===== src/rtl/area_pkg.sv =====
// Shared widths and controller state type for the sequential triangle-area block.
package area_pkg;

    localparam int COORD_W = 10;
    localparam int AREA_W  = 20;
    localparam int ACC_W   = 23;
    localparam int DIFF_W  = COORD_W + 1;
    localparam int PROD_W  = 2 * COORD_W + 1;

    typedef enum logic [1:0] {
        IDLE = 2'd0,
        MAC  = 2'd1,
        DONE = 2'd2
    } area_state_t;

endpackage


===== src/rtl/area_mac_term.sv =====
// One signed shoelace term: coord * (ya - yb), built from unsigned coordinates.
module area_mac_term
    import area_pkg::*;
(
    input  logic        [COORD_W-1:0] i_coord,
    input  logic        [COORD_W-1:0] i_ya,
    input  logic        [COORD_W-1:0] i_yb,
    output logic signed [PROD_W-1:0]  o_prod
);

    logic signed [DIFF_W-1:0] w_diff;
    logic signed [PROD_W-1:0] w_coord_ext;
    logic signed [PROD_W-1:0] w_diff_ext;

    assign w_diff      = $signed({1'b0, i_ya}) - $signed({1'b0, i_yb});
    assign w_coord_ext = $signed({{(PROD_W-COORD_W){1'b0}}, i_coord});
    assign w_diff_ext  = $signed({{(PROD_W-DIFF_W){w_diff[DIFF_W-1]}}, w_diff});
    // |coord * diff| <= 1023*1023, so the product always fits in PROD_W bits.
    assign o_prod      = w_coord_ext * w_diff_ext;

endmodule


===== src/rtl/area_seq.sv =====
// Sequential triangle area: three shoelace terms accumulated through one shared
// multiplier, result held with valid/ready handshake until taken.
module area_seq
    import area_pkg::*;
(
    input  logic               clk,
    input  logic               rst_n,
    input  logic               in_valid,
    output logic               in_ready,
    input  logic [COORD_W-1:0] x1,
    input  logic [COORD_W-1:0] y1,
    input  logic [COORD_W-1:0] x2,
    input  logic [COORD_W-1:0] y2,
    input  logic [COORD_W-1:0] x3,
    input  logic [COORD_W-1:0] y3,
    output logic               out_valid,
    input  logic               out_ready,
    output logic [AREA_W-1:0]  area,
    output logic               half,
    output logic               busy
);

    area_state_t               r_state;
    area_state_t               w_state_nxt;
    logic        [1:0]         r_step;
    logic signed [ACC_W-1:0]   r_acc;
    logic signed [ACC_W-1:0]   w_acc_nxt;
    logic        [COORD_W-1:0] r_x1, r_y1, r_x2, r_y2, r_x3, r_y3;
    logic        [COORD_W-1:0] w_coord, w_ya, w_yb;
    logic signed [PROD_W-1:0]  w_prod;
    logic        [AREA_W:0]    w_mag;
    logic        [AREA_W-1:0]  r_area;
    logic                      r_half;
    logic                      w_accept;

    // Magnitude of the accumulated determinant, clamped to AREA_W+1 bits.
    function automatic logic [AREA_W:0] f_sat_mag(input logic signed [ACC_W-1:0] v);
        logic [ACC_W-1:0] a;
        a = v[ACC_W-1] ? $unsigned(-v) : $unsigned(v);
        if (|a[ACC_W-1:AREA_W+1])
            return {(AREA_W+1){1'b1}};
        return a[AREA_W:0];
    endfunction

    assign w_accept  = in_valid && (r_state == IDLE);
    assign in_ready  = (r_state == IDLE);
    assign out_valid = (r_state == DONE);
    assign busy      = (r_state != IDLE);
    assign area      = r_area;
    assign half      = r_half;

    always_comb begin
        w_coord = r_x1;
        w_ya    = r_y2;
        w_yb    = r_y3;
        case (r_step)
            2'd1: begin w_coord = r_x2; w_ya = r_y3; w_yb = r_y1; end
            2'd2: begin w_coord = r_x3; w_ya = r_y1; w_yb = r_y2; end
            default: ;
        endcase
    end

    area_mac_term u_term (
        .i_coord (w_coord),
        .i_ya    (w_ya),
        .i_yb    (w_yb),
        .o_prod  (w_prod)
    );

    assign w_acc_nxt = r_acc + ACC_W'(w_prod);
    assign w_mag     = f_sat_mag(w_acc_nxt);

    always_comb begin
        w_state_nxt = r_state;
        case (r_state)
            IDLE:    if (in_valid)       w_state_nxt = MAC;
            MAC:     if (r_step == 2'd2) w_state_nxt = DONE;
            DONE:    if (out_ready)      w_state_nxt = IDLE;
            default: w_state_nxt = IDLE;
        endcase
    end

    always_ff @(posedge clk or negedge rst_n) begin
        if (!rst_n) r_state <= IDLE;
        else        r_state <= w_state_nxt;
    end

    always_ff @(posedge clk or negedge rst_n) begin
        if (!rst_n) begin
            r_step <= 2'd0;
            r_acc  <= '0;
            r_x1   <= '0;
            r_y1   <= '0;
            r_x2   <= '0;
            r_y2   <= '0;
            r_x3   <= '0;
            r_y3   <= '0;
            r_area <= '0;
            r_half <= 1'b0;
        end else if (w_accept) begin
            r_step <= 2'd0;
            r_acc  <= '0;
            r_x1   <= x1;
            r_y1   <= y1;
            r_x2   <= x2;
            r_y2   <= y2;
            r_x3   <= x3;
            r_y3   <= y3;
        end else if (r_state == MAC) begin
            r_acc <= w_acc_nxt;
            // The last term's sum goes straight to the output registers.
            if (r_step == 2'd2) begin
                r_step <= 2'd0;
                r_area <= w_mag[AREA_W:1];
                r_half <= w_mag[0];
            end else begin
                r_step <= r_step + 2'd1;
            end
        end
    end

endmodule


===== config.mk =====
export PLATFORM = sky130hd
export DESIGN_NAME = area_seq
export DESIGN_NICKNAME = d
export VERILOG_FILES = /design/src/rtl/area_pkg.sv /design/src/rtl/area_mac_term.sv /design/src/rtl/area_seq.sv
export SDC_FILE = /design/constraint.sdc
export NUM_CORES = 1
export LEC_CHECK = 0
export ABC_AREA = 1
export BUFFER_PORTS_ARGS = -buffer_cell sky130_fd_sc_hd__buf_4
export CAP_MARGIN = 20
export CORE_ASPECT_RATIO = 0.5
export CORE_MARGIN = 5
export CORE_UTILIZATION = 30
export CTS_BUF_LIST = sky130_fd_sc_hd__clkbuf_4 sky130_fd_sc_hd__clkbuf_8
export DETAILED_ROUTE_END_ITERATION = 8
export GPL_ROUTABILITY_DRIVEN = 0
export PLACE_DENSITY = 0.55
export SLEW_MARGIN = 10
export SYNTH_ARGS = -nofsm -noshare
export SYNTH_HDL_FRONTEND = slang
export SYNTH_SLANG_ARGS = --single-unit

===== constraint.sdc =====
create_clock -name clk -period 16.13 [get_ports clk]
set_clock_uncertainty 0.05 [all_clocks]
set_input_delay 3.226 -clock clk [delete_from_list [all_inputs] [get_ports clk]]
set_output_delay 3.226 -clock clk [all_outputs]
set_load 0.02 [all_outputs]

## After elaboration in Yosys (flattened, before gate mapping)

Index checks and enable logic that the tools add are counted.

- Bitwise gates (word level): 1
- Muxes and demuxes: 16
- Reductions and logical operators: 7
- Multipliers: 1
- Add/subtract/negate cells: 4
- Eq/ne operators: 7

Operators with widths:

| cell | number |
|---|---|
| 23-bit two-way mux | 3 |
| 10-bit one-hot mux with 2 select lines | 3 |
| 21-bit two-way mux | 2 |
| 23-bit by 21-bit adder with 23-bit output | 1 |
| 23-bit negator | 1 |
| 11-bit by 11-bit multiplier with 21-bit output | 1 |
| 2-bit two-way mux | 6 |
| 10-bit by 10-bit subtractor with 11-bit output | 1 |
| 2-bit one-hot mux with 3 select lines | 1 |
| 3-bit AND reduction | 2 |
| 2-bit by 1-bit equality test with 1-bit output (second input constant) | 2 |
| 2-bit equality test (second input constant) | 2 |
| 2-bit inequality test (second input constant) | 2 |
| 2-bit nonzero test | 2 |
| 2-bit by 1-bit adder with 2-bit output (second input constant) | 1 |
| 2-bit zero test | 1 |
| 2-bit by 1-bit inequality test with 1-bit output (second input constant) | 1 |
| 2-bit OR reduction | 1 |
| 1-bit logical AND | 1 |
| 1-bit two-way mux | 1 |
| 1-bit inverter | 1 |

- Input bits: 64
- Output and inout bits: 24
- Word-level logic and storage cells: 47
- Flip-flop bits (word level): 108

## Depth between registers and ports, before layout

Gate-level depths: netlist (run 1).

- Depth after elaboration: 10
- Gate-level depth with buffers: 67
- Gate-level depth less buffers: 64

## By module

A second synthesis (run 1) with hierarchy kept.

- Cell total of the unflattened synthesis: 1612
- Area total of the unflattened synthesis: 11837.6 µm²

By module, submodules not included:

| module | cells an instance | sequential area each (µm²) | times used | area each (µm²) |
|---|---|---|---|---|
| area_seq | 944 | 2702.6 | 1 | 7145.6 |
| area_mac_term | 668 | 0.0 | 1 | 4692.0 |

## Least setup slack after synthesis (run 1)

Ideal clock, no wire load.

- Path kind: register to register
- Start: register r_step[0]
- End: register r_area[11], in the netlist area[11]
- Setup time: 0.117 ns
- Required time: 15.963 ns
- Setup slack: 6.836 ns
- Arrival: 9.128 ns
- Period minus slack after synthesis: 9.294 ns
- Stages on the path, launching flop included: 61
- Path buffers: 3
- Cells stage by stage: dfrtp_1 -> inv_1 -> ha_1 -> clkbuf_1 -> clkbuf_1 -> o221ai_1 -> o21ai_0 -> ha_1 -> a21oi_1 -> nand2_1 -> nand2_1 -> nand2_1 -> a21o_1 -> a21oi_1 -> o21bai_1 -> nand2_1 -> nand2_1 -> a21o_1 -> [25 not listed] -> inv_1 -> nand2_1 -> inv_1 -> nand2_1 -> inv_1 -> nand3_1 -> nand3_1 -> nand2_1 -> nand2_1 -> nor2_1 -> nor2_1 -> buf_2 -> nand2_1 -> xor2_1 -> inv_1 -> nand2_2 -> nand2_1 -> nand2_1

- Cells in the longest elaborated chain, start to end: 10
- Elaborated cells on any way between the ends: 14
- Those cells by class: add/sub (3); mul (1); eq/ne (2); mux (6); reduce/logical (2)

Ends and longest elaborated chain:

| element | RTL line | RTL |
|---|---|---|
| start: declaration | area_seq.sv:25 | `logic [1:0] r_step;` |
| start signal: assignment | area_seq.sv:117 | `r_step <= r_step + 2'd1;` |
| 2-bit equality test / 2-bit by 1-bit equality test with 1-bit output (equally long branches) | area_seq.sv:56, area_seq.sv:112 |  |
| 10-bit one-hot mux with 2 select lines | area_seq.sv:56 | `case (r_step)` |
| 10-bit by 10-bit subtractor with 11-bit output | area_mac_term.sv:15 | `assign w_diff = $signed({1'b0, i_ya}) - $signed({1'b0, i_yb});` |
| 11-bit by 11-bit multiplier with 21-bit output | area_mac_term.sv:19 | `assign o_prod = w_coord_ext * w_diff_ext;` |
| 23-bit by 21-bit adder with 23-bit output | area_seq.sv:70 | `assign w_acc_nxt = r_acc + ACC_W'(w_prod);` |
| 23-bit negator | area_seq.sv:39 | `a = v[ACC_W-1] ? $unsigned(-v) : $unsigned(v);` |
| 23-bit two-way mux | area_seq.sv:39 |  |
| 2-bit OR reduction | area_seq.sv:40 | `if (\|a[ACC_W-1:AREA_W+1])` |
| 1-bit two-way mux | area_seq.sv:40 |  |
| 21-bit two-way mux | area_seq.sv:42 | `return a[AREA_W:0];` |
| end signal: assignment | area_seq.sv:114 | `r_area <= w_mag[AREA_W:1];` |
| end: declaration | area_seq.sv:32 | `logic [AREA_W-1:0] r_area;` |

Parallel ways exist; a longest one is shown, timed or not.
A chain may end at the register's enable or synchronous reset.

## Worst setup path in the final report (run 1)

- Start: register r_step[0]
- End: register r_area[15], in the netlist area[15]

The elaborated chain is that of the path after synthesis.

==> flow_summary.toml, run 1 <==
[floorplan]
dieArea_sq_mm = 0.0414
io_pins = 88
die_h_um = 146
die_w_um = 283
row_count = 49
start_util_pct = 30.8
fp.coreArea_sq_mm = 0.0363

[cells_and_area]
diodes = 0
layout-drive-gt1-share_pct = 13.3
final_common_cell = "nand2_1"
fillers = 3941
seq_area_sq_mm = 0.00270
multi_input_area_sq_mm = 0.00728
fin_cells = 2071
fin_nets = 1824
final_cell_mix = "nand2_1, inv_1, nor2_1"
area_delta_synth_final_pct = 12.6

[sta]
slew_viol_final = 0
rsz0062_at_grt = "no"
period_needed_ps = 10780
slew_headroom_pct = 29.7
whs_ps = 445
setup_viol = 0
max_freq_ghz = 0.0928
worst_pin_slew_ps = 1040
finalWorstSetupSlack_ps = 5350
hold_viol_final = 0
tns_ps = 0
min_period_over_period_pct = 66.8

[grt]
grt_pass1_vias = 9304
top_usage_layer = "met2"
gr-usage-met2_pct = 23.2
grt_pass1_wl_mm = 50.1
antenna_found_initial = 0
grt_use_met3_pct = 3.48
grt_util_met1_pct = 22.0
grt_max_degree = 72
grt_util_all_layers_pct = 15.1
grt-ovfl-total = 0

[cts]
cts_hold_buf = 0
path_clk_slew_ps = 130
cts_tree = "done"
clk_path_buf_depth = 2
cts_buffers = 9
cts.repair.resized = 0
cts_sinks = 108
root_buffer = "clkbuf_8"
cts_setup_buffers = 0
clock_latency_ps = 440
cts_htree_levels = 3

[critical_path]
max_stage_delay_ps = 550
path_class = "flip-flop to flip-flop"
cpMostUsedCell = "nand2_1"
cp.arrival_ps = 11070
required_ps = 16420
endpoint_kind = "flip-flop"
slowest_stage = "clkinv_1"
startpoint_type = "flip-flop"
cp_max_fo = 21
r2r_slack_ps = 5350

[detailed_routing]
ant_nets = 0
viasPerCell = 4.60
wl_per_cell_um = 14.9
via_count = 9524
drt_iter0_drc = 553
totalWireLength_mm = 30.9
drtPass1Iterations = 5
route.detailed.drc = 0

[synthesis]
syn_nets = 1751
ys_types = 40
yosys_warnings = 0
ys_ff_latch = 108
async_reset_ff_share_pct = 100
ys.flop_type = "dfrtp_1"
synth_seq_area_share_pct = 24.2
syn_inst = 1509
syn_area_sq_mm = 0.0112
avgSynthCellArea_sq_um = 7.40
synth-edff-count = 0

[outcome]
status = "complete, no violations"

[flow_run]
max_cap_viol_count = 0

[placed_design]
post-dp-hpwl_mm = 24.6
post-place-ws_ps = 5390
dp.cells = 2055
port_buffers = 87

[hold_path]
hold_class = "flip-flop to flip-flop"
-- metrics by stage --
step	area [sq um]	utilization (%)
2_1_floorplan	11200	-
3_3_place_gp	12400	34.0
3_5_place_dp	12400	34.0
4_1_cts	12600	34.6
5_1_grt	12600	34.6
6_report	12600	34.6
-- sequential cells by signal, summed over array words and instances (netlist names) --
| register | cells |
|---|---|
| half | 1 |
| r_y3 | 10 |
| r_x2 | 10 |
| r_x3 | 10 |
| r_state | 2 |
| r_x1 | 10 |
| r_acc | 23 |
| area | 20 |
| r_y2 | 10 |
| r_y1 | 10 |
| r_step | 2 |
-- layer usage --
metal	wire length, um	share of wire (%)
met4	276	0.89
met2	13500	44
met1	15300	50
met5	0	0
met3	1790	5.8
-- Yosys cell counts (10+ instances only) --
cell type / number / share of area (%)
nand2_1: 414 / 14
inv_1: 262 / 8.8
nor2_1: 125 / 4.2
dfrtp_1: 108 / 24
ha_1: 104 / 12
nand3_1: 76 / 3.4
fa_1: 74 / 13
o21ai_0: 61 / 2.7
a21oi_1: 52 / 2.3
mux2_2: 42 / 4.2
xor2_1: 23 / 1.8
nand2_2: 22 / 1.2
clkbuf_1: 21 / 0.71
nand4_1: 14 / 0.78
xnor2_1: 12 / 0.94
inv_2: 11 / 0.37
or2_2: 10 / 0.56
-- final cells by class --
type	instances	share of cell area, %
inverter	277	8.27
multi-input combinational	1089	57.9
sequential	108	21.5
tap	484	4.82
timing repair buffer	97	5.79
clock inverter	7	0.747
clock buffer	9	0.985
-- kinds of logic after synthesis --
kind of cell | Yosys count | synth area share (%)
AO/OA/AOI/OAI | 144 | 7.12
XOR/XNOR | 36 | 2.89
adder cells (fa/ha/maj) | 178 | 24.9
multiplexers | 42 | 4.24
buffers and inverters | 312 | 10.7
flip-flops | 108 | 24.2
AND/OR/NAND/NOR | 689 | 25.9
-- critical path, delay by kind of cell (launching register included) --
| family | cells | cell delay (ps) |
|---|---|---|
| AOI/OAI and AO/OA | 11 | 1780 |
| adders and majority gates | 9 | 4160 |
| and+or+nand+nor | 29 | 3160 |
| DFF | 1 | 420 |
| buffers and inverters | 10 | 1110 |
-- path summary, 6_finish.rpt --
path	endpoint	start	cells past startpoint
min reg2reg	area[19]$_DFFE_PN0P_	area[19]$_DFFE_PN0P_	2
max reg2reg	area[15]$_DFFE_PN0P_	r_step[0]$_DFFE_PN0P_	59
min	area[19]$_DFFE_PN0P_	area[19]$_DFFE_PN0P_	2
min in group asynchronous	r_step[1]$_DFFE_PN0P_	rst_n	1
max	area[15]$_DFFE_PN0P_	r_step[0]$_DFFE_PN0P_	59
max in group asynchronous	area[9]$_DFFE_PN0P_	rst_n	2
Power of run 1 is not shown: default switching activity piles up to over one toggle a cycle in this logic, so the estimate is an artifact.
==> run 2, diff against run 1 <==
- ABC_AREA: 1 -> 0
- clock period: 16.13 -> 10.5 ns (I/O delays scaled with it)
==> run 2 against run 1 <==
Routed wire length down 4.3%. Die area fell by 0.17%. Non-clock buffer count increased by 33. Synthesized area decreased by 0.18%. Synthesized cell count fell by 20%. Sequential share of layout area fell by 0.75 points. Core utilization grew 1.3 points. Worst setup slack worse by 4900 ps. Cell count is 14% lower. Via count down 7.1%. Critical endpoint is now area[2]$_DFFE_PN0P_. Largest cell class unchanged.
==> flow_summary.toml, run 2 <==
[outcome]
status = "complete, no violations"

[cells_and_area]
fin_nets = 1539
area_delta_synth_final_pct = 16.9
final_common_cell = "inv_1"
top_register = "r_acc"
diodes = 0
final_cell_mix = "inv_1, buf_4, nor2_1"
layout-drive-gt1-share_pct = 23.7
largest_register_ffs = 23
final_util_pct = 35.9
fin_cells = 1786

[sta]
slew_headroom_pct = 39.2
setup_viol = 0
max_freq_ghz = 0.0993
finalWorstSetupSlack_ps = 428
period_needed_ps = 10070
hold_viol_final = 0
min_period_over_period_pct = 95.9
slew_viol_final = 0
worst_pin_slew_ps = 912

[synthesis]
synth_top_area_share_pct = 24.3
ys_ff_latch = 108
synth_seq_area_share_pct = 24.3
syn_inst = 1206
yosysTopAreaCell = "dfrtp_1"
synth_area_leaders = "dfrtp_1, fa_1, ha_1, mux2_2, inv_1"
avgSynthCellArea_sq_um = 9.24
synth-edff-count = 0
yosysMostFrequentCell = "inv_1"
ys.flop_type = "dfrtp_1"
async_reset_ff_share_pct = 100
yosys_warnings = 0
syn_nets = 1448
ys_types = 89
ys_top_cells_by_count = "inv_1, nor2_1, nand2_1, dfrtp_1, ha_1"
syn_area_sq_mm = 0.0111

[cts]
clock_latency_ps = 410
cts_htree_levels = 3
path_clk_slew_ps = 110
clk_path_buf_depth = 2
cts_tree = "done"
root_buffer = "clkbuf_8"
cts_hold_buf = 0
cts_buffers = 9
cts_sinks = 108

[critical_path]
critPathTopFamily = "adder cells"
startpoint_type = "flip-flop"
endpoint_kind = "flip-flop"
r2r-start = "r_step[0]$_DFFE_PN0P_"
max_stage_delay_ps = 560
cp_max_fo = 20
cp_num_cells = 44
r2r-end = "area[2]$_DFFE_PN0P_"
path_class = "flip-flop to flip-flop"
reg2reg_depth = 44
r2r_slack_ps = 430
worstPathBufferInverterCount = 8
slowest_stage = "fa_1"
cp.arrival_ps = 10360
required_ps = 10790

[flow_run]
max_cap_viol_count = 0

[detailed_routing]
via_count = 8852
wl_per_cell_um = 16.5
route.detailed.drc = 0
viasPerCell = 4.96
drtPass1Iterations = 5
totalWireLength_mm = 29.5
ant_nets = 0
drt_iter0_drc = 530

[placed_design]
post-dp-hpwl_mm = 23.5
dp.cells = 1759
post-place-ws_ps = -64.8
port_buffers = 87

[grt]
antenna_found_initial = 0
grt-ovfl-total = 0
grt_pass1_wl_mm = 48.5
grt_pass1_vias = 9072
grt_util_all_layers_pct = 14.5
grt_max_degree = 87

[hold_path]
min_path_cells = 1
hold_start = "r_x3[1]$_DFFE_PN0P_"
hold_class = "flip-flop to flip-flop"
holdPathEnd = "r_x3[1]$_DFFE_PN0P_"

[floorplan]
dieArea_sq_mm = 0.0413
die_h_um = 146
die_w_um = 283
row_count = 49
io_pins = 88
start_util_pct = 30.7
fp.coreArea_sq_mm = 0.0363
==> run 2: cell count changes in the layout (fill, tap and decap cells not counted), moves of 18 or more <==
cell	delta
a21o_1	+22
inv_1	-126
a22oi_1	+30
buf_4	+23
nand2_1	-296
nand2_2	-22
o21ai_0	-29
mux2_2	+18
nand3_1	-65
==> run 2: how the worst max path moves through the flow <==
stage                      endpoint                  start  slack [ps]
2_1_floorplan  area[17]$_DFFE_PN0P_  r_step[0]$_DFFE_PN0P_          90
3_5_place_dp   area[16]$_DFFE_PN0P_  r_step[0]$_DFFE_PN0P_         -60
6_report        area[2]$_DFFE_PN0P_  r_step[0]$_DFFE_PN0P_         430
4_1_cts        area[16]$_DFFE_PN0P_  r_step[0]$_DFFE_PN0P_          60
5_1_grt         area[2]$_DFFE_PN0P_  r_step[0]$_DFFE_PN0P_         -70
3_3_place_gp   area[16]$_DFFE_PN0P_  r_step[0]$_DFFE_PN0P_         130
==> run 2: layout make-up <==
type	instances	area (sq um)
Fill cell	3725	23300
Sequential cell	108	2700
Multi-Input combinational cell	910	7830
Tap cell	484	606
Inverter	138	518
Clock buffer	11	145
Clock inverter	5	131
Timing Repair Buffer	130	1090
==> run 2: metrics by stage <==
step | cell area [sq um] | hold WS, ps | TNS (ps)
after floorplan | 11200 | 425 | 0
after global placement | 12400 | 442 | 0
after detailed placement | 12400 | 449 | -732
after CTS | 12700 | 472 | 0
after global routing | 13000 | 483 | -1100
final | 13000 | 468 | 0
==> run 2: kinds of logic after synthesis <==
family                   share of synthesized area [%]
AO/OA/AOI/OAI                                     17.6
XOR/XNOR                                          4.36
adder cells (fa/ha/maj)                           25.0
buffers and inverters                             6.97
flip-flops                                        24.3
multiplexers                                      6.37
AND/OR/NAND/NOR                                   15.5
==> run 2: layer usage <==
layer	track usage [%]	vias up	wire, um
met2	23.4	201	13800
met4	3.70	0	673
met5	0	-	0
met1	19.7	4287	13500
li1	-	4314	-
met3	3.25	50	1550
==> run 2: timing repair <==
action                                  4_1_cts  5_1_grt
gates resized for setup                       2       44
endpoints found under the setup margin       21       24
pin swaps                                     1       16
buffers inserted                              1        7
gates cloned                                  0        2
Power of run 2 is left out for the same reason.
==> run 3, diff against run 2 <==
- BUFFER_PORTS_ARGS: -buffer_cell sky130_fd_sc_hd__buf_4 -> default
- CTS_CLUSTER_SIZE: default -> 12
- DONT_BUFFER_PORTS: default -> 1
- PLACE_DENSITY: 0.55 -> 0.53
==> run 3 against run 2 <==
Critical path depth is the same. Maximum frequency grew 0.68%. Worst hold slack gained 7.0 ps. Non-clock buffer count shrank 73. Core utilization shrank 1.7 points. First-iteration DRC count shrank 14%. Register-to-register slack gained 70 ps. Cell count shrank 4.1%. Count of clock-buffer cells in the layout shrank 1. Global-route usage shrank 0.33 points. Critical path type unchanged.
==> flow_summary.toml, run 3 (same netlist as run 2, synthesis figures left out) <==
[outcome]
status = "complete, no violations"

[critical_path]
cpMostUsedCell = "fa_1"
path_class = "flip-flop to flip-flop"
slowest_stage = "fa_1"
startpoint_type = "flip-flop"
cp_max_fo = 20
endpoint_kind = "flip-flop"
required_ps = 10780
max_stage_delay_ps = 570
cp.arrival_ps = 10280

[placed_design]
port_buffers = 0
post-dp-hpwl_mm = 23.1
post_dp_cell_area_sq_mm = 0.0119

[grt]
antenna_found_initial = 0
grt_util_all_layers_pct = 14.1
grt-ovfl-total = 0
grt_max_degree = 109
grt_pass1_wl_mm = 47.1
grt_pass1_vias = 8634

[cells_and_area]
area_delta_synth_final_pct = 11.4
fillers = 3689
largest_register_ffs = 23
multi_input_area_sq_mm = 0.00784
top_register = "r_acc"
final_cell_mix = "inv_1, nor2_1, nand2_1"
diodes = 0
fin_area_sq_mm = 0.0124
final_common_cell = "inv_1"
seq_area_sq_mm = 0.00270
layout-drive-gt1-share_pct = 18.6
fin_nets = 1466

[sta]
hold_viol_final = 0
worst_pin_slew_ps = 933
max_freq_ghz = 0.100
period_needed_ps = 10000
slew_viol_final = 0
min_period_over_period_pct = 95.3
setup_viol = 0
slew_headroom_pct = 37.8

[flow_run]
max_cap_viol_count = 0

[floorplan]
start_util_pct = 30.7
die_w_um = 283
die_h_um = 146
row_count = 49
io_pins = 88
dieArea_sq_mm = 0.0413
fp.coreArea_sq_mm = 0.0363

[detailed_routing]
drtPass1Iterations = 5
met3_length_um = 966
top_layer_used = "met4"
drt_iter0_drc = 455
route.detailed.drc = 0
ant_nets = 0
m1WireLength_mm = 13.4
wl_per_cell_um = 17.2
totalWireLength_mm = 29.4
wl_met2_mm = 14.5
viasPerCell = 5.04
via_count = 8629

[cts]
cts_htree_levels = 3
cts_sinks = 108
cts_tree = "done"
cts_buffers = 9
clk_path_buf_depth = 2
path_clk_slew_ps = 110
root_buffer = "clkbuf_8"
clock_latency_ps = 420

[hold_path]
hold_class = "flip-flop to flip-flop"
## run 3: cell types whose count changed in the layout (fill, tap and decap cells not counted), moves of 2 or more
cell       previous run  this run
ha_1                 98       100
xor2_2                2         4
xnor2_2               5         2
buf_12                3         5
xor2_1               18        16
a21oi_2               8         6
inv_6                 0         3
buf_4               120        46
bufinv_16             4         0
xnor2_1              27        30
a21oi_1              43        45
ha_2                  6         1
ha_4                  0         3
## run 3: repair_timing
action,in CTS,in global routing
hold buffers,0,0
pin swaps,1,16
buffers inserted,1,7
cloned,0,4
endpoints found under the setup margin,21,23
gates resized for setup,2,38
## run 3: critical path, delay by kind of cell, from the launching register on
| family | cells | cell delay [ps] |
|---|---|---|
| adder cells (fa/ha/maj) | 9 | 3790 |
| multiplexers | 2 | 380 |
| flip-flops | 1 | 440 |
| AND/OR/NAND/NOR | 4 | 710 |
| buffers and inverters | 8 | 760 |
| AO/OA/AOI/OAI | 21 | 3780 |
## run 3: cell type report
class,count,share of cell area [%]
multi-input combinational,910,63.2
tap,484,4.88
sequential,108,21.8
timing repair buffer,57,4.50
clock buffer,10,1.11
inverter,138,4.17
clock inverter,6,0.413
## run 3: metrics by stage
stage	hold slack [ps]	setup TNS (ps)	instances	setup WS, ps	util (%)
detailed placement	450	-795	1684	-71.7	32.7
floorplan	425	0	1206	92.7	-
finish	475	0	1713	495	34.2
global placement	442	0	1684	118	32.7
CTS	477	0	1701	3.98	33.3
global route	497	-379	1713	-52.1	34.2
## run 3: path summary, 6_finish.rpt
| check | start | end | slack (ps) | cells past startpoint |
|---|---|---|---|---|
| worst max-delay path | r_step[0]$_DFFE_PN0P_ | half$_DFFE_PN0P_ | 500 | 44 |
| worst min-delay path | r_x2[2]$_DFFE_PN0P_ | r_x2[2]$_DFFE_PN0P_ | 480 | 1 |
| worst max register to register | r_step[0]$_DFFE_PN0P_ | half$_DFFE_PN0P_ | 500 | 44 |
| worst min register to register | r_x2[2]$_DFFE_PN0P_ | r_x2[2]$_DFFE_PN0P_ | 480 | 1 |
| max in group asynchronous | rst_n | r_acc[9]$_DFFE_PN0P_ | 8890 | 0 |
| min in group asynchronous | rst_n | r_y1[2]$_DFFE_PN0P_ | 1320 | 0 |
## run 3: metal layers
layer  track usage [%]  vias to the layer above
met1              19.1                     4256
met2              23.6                      162
met4              3.92                        0
li1                  -                     4177
met3              2.30                       34
met5                 0                        -
Power of run 3 is left out for the same reason.
